## config.mk

```make
export PLATFORM = sky130hd
export DESIGN_NAME = bin_to_bcd_seq
export DESIGN_NICKNAME = d
export VERILOG_FILES = /design/src/rtl/bin_to_bcd_seq.sv
export SDC_FILE = /design/constraint.sdc
export NUM_CORES = 1
export LEC_CHECK = 0
export ABC_AREA = 1
export BUFFER_PORTS_ARGS = -buffer_cell sky130_fd_sc_hd__buf_2
export CORE_UTILIZATION = 35
export CTS_BUF_LIST = sky130_fd_sc_hd__clkbuf_8
export CTS_CLUSTER_DIAMETER = 80
export DETAILED_ROUTE_END_ITERATION = 8
export SKIP_LAST_GASP = 1
export SLEW_MARGIN = 20
export SYNTH_ARGS = -nofsm -noshare
export SYNTH_HDL_FRONTEND = slang
export SYNTH_SLANG_ARGS = --single-unit
```

## constraint.sdc

```tcl
create_clock -name clk -period 1.3 [get_ports clk]
set_input_delay 0.325 -clock clk [delete_from_list [all_inputs] [get_ports clk]]
set_output_delay 0.325 -clock clk [all_outputs]
set_load 0.1 [all_outputs]
```

## src/rtl/bin_to_bcd_seq.sv

```systemverilog
// rtl/bin_to_bcd_seq.sv - sequential double-dabble binary to BCD/ASCII converter
//
// Purpose: converts one BIN_W-bit word per transaction into DIGITS BCD digits,
// one input bit per clock. Optional two's-complement input (SIGNED), leading-zero
// blanking (BLANK_LZ) and an ASCII rendering for the text/glyph path.
//
// Ports:
//   clk        system clock
//   rst        synchronous reset, active-high
//   in_valid   input word offered
//   in_ready   converter idle and able to accept
//   in_bin     value to convert
//   out_valid  result available, held until accepted
//   out_ready  consumer accepts result
//   out_bcd    BCD digits, [3:0] = units
//   out_neg    input was negative (always 0 when SIGNED=0)
//   out_ndig   significant digit count (1..DIGITS)
//   out_ascii  characters, [7:0] = units character

module bin_to_bcd_seq #(
  parameter int BIN_W    = 16,
  parameter int DIGITS   = 5,
  parameter bit SIGNED   = 1'b0,
  parameter bit BLANK_LZ = 1'b1
) (
  input  logic                        clk,
  input  logic                        rst,
  input  logic                        in_valid,
  output logic                        in_ready,
  input  logic [BIN_W-1:0]            in_bin,
  output logic                        out_valid,
  input  logic                        out_ready,
  output logic [4*DIGITS-1:0]         out_bcd,
  output logic                        out_neg,
  output logic [$clog2(DIGITS+1)-1:0] out_ndig,
  output logic [8*DIGITS-1:0]         out_ascii
);

  localparam int CNT_W  = $clog2(BIN_W + 1);
  localparam int NDIG_W = $clog2(DIGITS + 1);

  // Largest magnitude must fit: unsigned needs 10**DIGITS > 2**BIN_W-1,
  // signed reserves the top digit for the sign and needs 10**(DIGITS-1) > 2**(BIN_W-1).
  function automatic bit sizing_ok();
    longint unsigned limit;
    longint unsigned pow10;
    int              need;
    limit = SIGNED ? (64'd1 << (BIN_W - 1)) : ((64'd1 << BIN_W) - 64'd1);
    need  = SIGNED ? DIGITS - 1 : DIGITS;
    pow10 = 64'd1;
    for (int i = 0; i < need; i++) begin
      if (pow10 <= limit) pow10 = pow10 * 64'd10;
    end
    return pow10 > limit;
  endfunction

  localparam bit SIZE_OK = sizing_ok();

  generate
    if (!SIZE_OK) begin : g_size_err
      $error("bin_to_bcd_seq: DIGITS too small for BIN_W/SIGNED");
    end
  endgenerate

  typedef enum logic [1:0] {
    S_IDLE  = 2'd0,
    S_SHIFT = 2'd1,
    S_FMT   = 2'd2,
    S_HOLD  = 2'd3
  } state_t;

  state_t                state_q,     state_d;
  logic [CNT_W-1:0]      cnt_q,       cnt_d;
  logic [BIN_W-1:0]      mag_q,       mag_d;
  logic [4*DIGITS-1:0]   dig_q,       dig_d;
  logic                  neg_q,       neg_d;
  logic [4*DIGITS-1:0]   out_bcd_q,   out_bcd_d;
  logic                  out_neg_q,   out_neg_d;
  logic [NDIG_W-1:0]     out_ndig_q,  out_ndig_d;
  logic [8*DIGITS-1:0]   out_ascii_q, out_ascii_d;

  logic                  in_neg;
  logic [BIN_W-1:0]      in_mag;
  logic [4*DIGITS-1:0]   dig_adj;
  logic [NDIG_W-1:0]     fmt_ndig;
  logic [8*DIGITS-1:0]   fmt_ascii;

  assign in_ready  = (state_q == S_IDLE) && !rst;
  assign out_valid = (state_q == S_HOLD);
  assign out_bcd   = out_bcd_q;
  assign out_neg   = out_neg_q;
  assign out_ndig  = out_ndig_q;
  assign out_ascii = out_ascii_q;

  // Magnitude as BIN_W-bit unsigned: negating the most negative value wraps
  // back to itself, which read unsigned is exactly 2**(BIN_W-1).
  assign in_neg = SIGNED && in_bin[BIN_W-1];
  assign in_mag = in_neg ? (~in_bin + 1'b1) : in_bin;

  // Double-dabble correction applied before every shift.
  always_comb begin : p_dabble
    dig_adj = dig_q;
    for (int d = 0; d < DIGITS; d++) begin
      if (dig_q[4*d +: 4] >= 4'd5) dig_adj[4*d +: 4] = dig_q[4*d +: 4] + 4'd3;
    end
  end

  always_comb begin : p_fmt
    fmt_ndig = NDIG_W'(1);
    for (int d = 0; d < DIGITS; d++) begin
      if (dig_q[4*d +: 4] != 4'd0) fmt_ndig = NDIG_W'(d + 1);
    end
    fmt_ascii = '0;
    for (int d = 0; d < DIGITS; d++) begin
      if (BLANK_LZ && (d >= int'(fmt_ndig))) fmt_ascii[8*d +: 8] = 8'h20;
      else                                    fmt_ascii[8*d +: 8] = {4'h3, dig_q[4*d +: 4]};
    end
    // Sign goes just left of the number when blanking, else in the top digit,
    // which the sizing rule guarantees is a zero for signed configurations.
    if (neg_q) begin
      if (BLANK_LZ) begin
        for (int d = 0; d < DIGITS; d++) begin
          if (d == int'(fmt_ndig)) fmt_ascii[8*d +: 8] = 8'h2D;
        end
      end else begin
        fmt_ascii[8*(DIGITS-1) +: 8] = 8'h2D;
      end
    end
  end

  always_comb begin : p_next
    state_d     = state_q;
    cnt_d       = cnt_q;
    mag_d       = mag_q;
    dig_d       = dig_q;
    neg_d       = neg_q;
    out_bcd_d   = out_bcd_q;
    out_neg_d   = out_neg_q;
    out_ndig_d  = out_ndig_q;
    out_ascii_d = out_ascii_q;
    unique case (state_q)
      S_IDLE: begin
        if (in_valid && in_ready) begin
          mag_d   = in_mag;
          neg_d   = in_neg;
          dig_d   = '0;
          cnt_d   = CNT_W'(BIN_W);
          state_d = S_SHIFT;
        end
      end
      S_SHIFT: begin
        {dig_d, mag_d} = {dig_adj, mag_q} << 1;
        cnt_d          = cnt_q - 1'b1;
        if (cnt_q == CNT_W'(1)) state_d = S_FMT;
      end
      S_FMT: begin
        out_bcd_d   = dig_q;
        out_neg_d   = neg_q;
        out_ndig_d  = fmt_ndig;
        out_ascii_d = fmt_ascii;
        state_d     = S_HOLD;
      end
      S_HOLD: begin
        if (out_ready) state_d = S_IDLE;
      end
      default: state_d = S_IDLE;
    endcase
  end

  always_ff @(posedge clk) begin
    if (rst) begin
      state_q     <= S_IDLE;
      cnt_q       <= '0;
      mag_q       <= '0;
      dig_q       <= '0;
      neg_q       <= 1'b0;
      out_bcd_q   <= '0;
      out_neg_q   <= 1'b0;
      out_ndig_q  <= '0;
      out_ascii_q <= '0;
    end else begin
      state_q     <= state_d;
      cnt_q       <= cnt_d;
      mag_q       <= mag_d;
      dig_q       <= dig_d;
      neg_q       <= neg_d;
      out_bcd_q   <= out_bcd_d;
      out_neg_q   <= out_neg_d;
      out_ndig_q  <= out_ndig_d;
      out_ascii_q <= out_ascii_d;
    end
  end

endmodule

```

==> flow_summary.json <==
{
  "die_y_um": 112,
  "yosysSeqAreaShare": 0.430,
  "grt.total_usage": 0.210,
  "start_util": 0.365,
  "status": "finished with violations",
  "cp_max_fo": 2,
  "cp-end-kind": "output port",
  "synthCells": 586,
  "wl_per_cell_um": 16.6,
  "start_kind": "flip-flop",
  "drive_gt1_frac": 0.535,
  "antenna_found_initial": 0,
  "hold_viol_final": 0,
  "fin_crit_sh": 1.32,
  "drt-total-wl_um": 14600,
  "hp-class": "input port to flip-flop",
  "min_from": "in_bin[0]",
  "min_to": "mag_q[0]",
  "synthArstFlopShare": 0,
  "port_buffers": 74,
  "synth_top_area_frac": 0.430,
  "critPathRequiredTime_ns": 0.98,
  "synth_top_family_by_area": "simple AND/OR/NAND/NOR gates",
  "cp.buffers_inverters": 4,
  "synth_common_cells": "nand2_1 (181), dfxtp_1 (91), a21oi_1 (73)",
  "ir_drop_v": 0.00131,
  "drt_iter0_markers": 299,
  "synth_area_leaders": "dfxtp_1 (43%), nand2_1 (16%), a21oi_1 (8.6%)",
  "ant_nets": 0,
  "netlist_area_um2": 4240,
  "via_per_inst": 5.16,
  "gp_congestion": 0.794,
  "rsz0062_at_grt": "true",
  "r2r_end": "mag_q[3]",
  "dp_hpwl_um": 7700,
  "overflow": 0,
  "ys_seq_elements": 91,
  "die_w_um": 112,
  "grt_max_degree": 66,
  "synthAdderAreaFrac": 0.0561,
  "cts.path.max_buffers": 2,
  "dieArea_um2": 12500,
  "placedInstanceArea_um2": 5890,
  "fin_nets": 771,
  "drc": 8,
  "cp.arrival_ns": 1.39,
  "fmaxAchievable_mhz": 584,
  "violations": "design-rule violations, negative setup slack",
  "grt_pass1_vias": 4364,
  "worstSkewPairLatency_ns": 0.38,
  "regToRegSetupSlack_ns": -0.36,
  "crit_slowest_cell": "dfxtp_2",
  "synth-simple-area-share": 0.274,
  "cts_made_buffers": 9,
  "crit_top_cell": "inv_2",
  "cts_sinks": 91,
  "htree_levels": 3,
  "ys_warn_count": 0,
  "min_period_ns": 1.71,
  "syn_avg_cell_area_um2": 7.23,
  "rows": 39,
  "cpPeakStageDelay_ns": 0.35,
  "ys_types": 25,
  "fin_area_um2": 7760,
  "synth_xor_area_frac": 0.00207,
  "numPlacedInstances": 819,
  "yosysTopAreaCell": "dfxtp_1",
  "layoutNonFillerInstCount": 880,
  "grt_pass1_wl_um": 21100,
  "synthFlopType": "dfxtp_1",
  "finalSetupViolCount": 97,
  "ioPinCount": 86,
  "cts.clk_slew.worst_paths_ns": 0.11,
  "path_class": "flip-flop to output port",
  "antenna_cells": 0,
  "min_path_cells": 3,
  "rr_startpoint": "state_q[0]",
  "synth_most_common_cell": "nand2_1",
  "drtPass1Iterations": 6,
  "setup_ws_ns": -0.412,
  "crit_family": "buffers and inverters",
  "finalClockSkew_ns": 0.0165,
  "synth-compound-area-share": 0.136,
  "synth_edf_count": 0,
  "core_area_um2": 11600,
  "r2r_cells": 11,
  "maxSlewViolCount": 0,
  "vias": 4545,
  "tritoncts": "built",
  "synth_mux_area_frac": 0,
  "hold_slack_ns": 0.223,
  "p_leak_nw": 3.26,
  "crit_chain": "inv_2 > ha_4 > inv_2 > buf_6 > nor2_4 > buf_12",
  "drv_cap": 0,
  "area_growth_pct": 83.2,
  "cts-root-buf": "clkbuf_8",
  "power_per_cell_area_nw_per_um2": 2040
}
placed cells by master, fill, tap and decap left out, drive strengths merged:
| cell type | Yosys | final |
|---|---|---|
| o21bai | 2 | 2 |
| a21oi | 74 | 74 |
| clkbuf | 12 | 16 |
| conb | 1 | 11 |
| nand3 | 43 | 43 |
| clkinvlp | 0 | 2 |
| or2 | 1 | 1 |
| nor3 | 1 | 1 |
| ha | 19 | 19 |
| nor2 | 43 | 43 |
| o21ai | 17 | 17 |
| dfxtp | 91 | 91 |
| nand4 | 11 | 11 |
| inv | 44 | 46 |
| xor2 | 1 | 1 |
| o211a | 10 | 10 |
| nand2 | 183 | 184 |
| buf | 32 | 161 |
| clkinv | 1 | 4 |
layout make-up:
| class | instances | area, µm² |
|---|---|---|
| repair buffers | 168 | 2440 |
| multi-input cells | 417 | 2880 |
| clock buffers | 9 | 124 |
| well taps | 143 | 179 |
| clock inverters | 7 | 51.3 |
| inverters | 45 | 209 |
| fillers | 830 | 3850 |
| flip-flops and latches | 91 | 1880 |
power breakdown:
part	switching [mW]	internal, mW	total, mW
Clock	1.13	0.707	1.83
Sequential	0.498	3.25	3.75
Combinational	5.60	4.68	10.3
worst reg2reg max path: stages (launching register included):
cell and delay [ns]:
dfxtp_2 0.37, inv_2 0.06, ha_4 0.16, buf_4 0.12
buf_6 0.11, nand3_4 0.11, buf_12 0.13, nand2_8 0.08
buf_6 0.13, buf_6 0.11, nand2_2 0.09, a21oi_2 0.06
worst max path at each step:
stage	startpoint	end	slack, ns	depth (start not counted)
after floorplan	rst	in_ready	-0.16	3
after global placement	state_q[1]	mag_q[15]	-0.09	8
after detailed placement	state_q[1]	mag_q[15]	-0.14	8
after CTS	state_q[1]	in_ready	-0.38	6
after global routing	state_q[0]	in_ready	-0.45	6
final	state_q[0]	in_ready	-0.41	6
logic make-up after synthesis:
kind of cell    count (synthesis)
compound gates                103
xor+xnor                        1
fa+ha+maj                      19
buf+inv                        89
flops                          91
other cells                     1
simple gates                  282
flip-flops by register name (all words and copies together), names as in the netlist:
name       cells
out_ascii     26
dig_q         20
out_bcd       20
mag_q         16
cnt_q          5
out_ndig       2
state_q        2
routing by layer:
layer	GRT usage	vias to the layer above	wire [µm]
li1	-	2167	-
met1	0.244	2151	5720
met2	0.375	190	7510
met3	0.0383	37	909
met4	0.0978	0	429
met5	0	-	0
timing repair:
action	in CTS	in global routing
buffers inserted	23	13
setup endpoints to repair	108	116
pin swaps	44	52
resized for setup	121	193
hold buffers	0	0
gates cloned	9	8
stage by stage:
step | TNS, ns | setup slack (ns) | power (mW) | utilization
2_1_floorplan | -0.371 | -0.156 | 7.41 | -
3_3_place_gp | -1.88 | -0.0875 | 9.50 | 0.507
3_5_place_dp | -5.13 | -0.144 | 9.66 | 0.507
4_1_cts | -9.24 | -0.376 | 13.7 | 0.594
5_1_grt | -22.24 | -0.448 | 16.5 | 0.668
6_report | -17.53 | -0.412 | 15.9 | 0.668
Note: power is estimated with default switching activity, not from simulation.
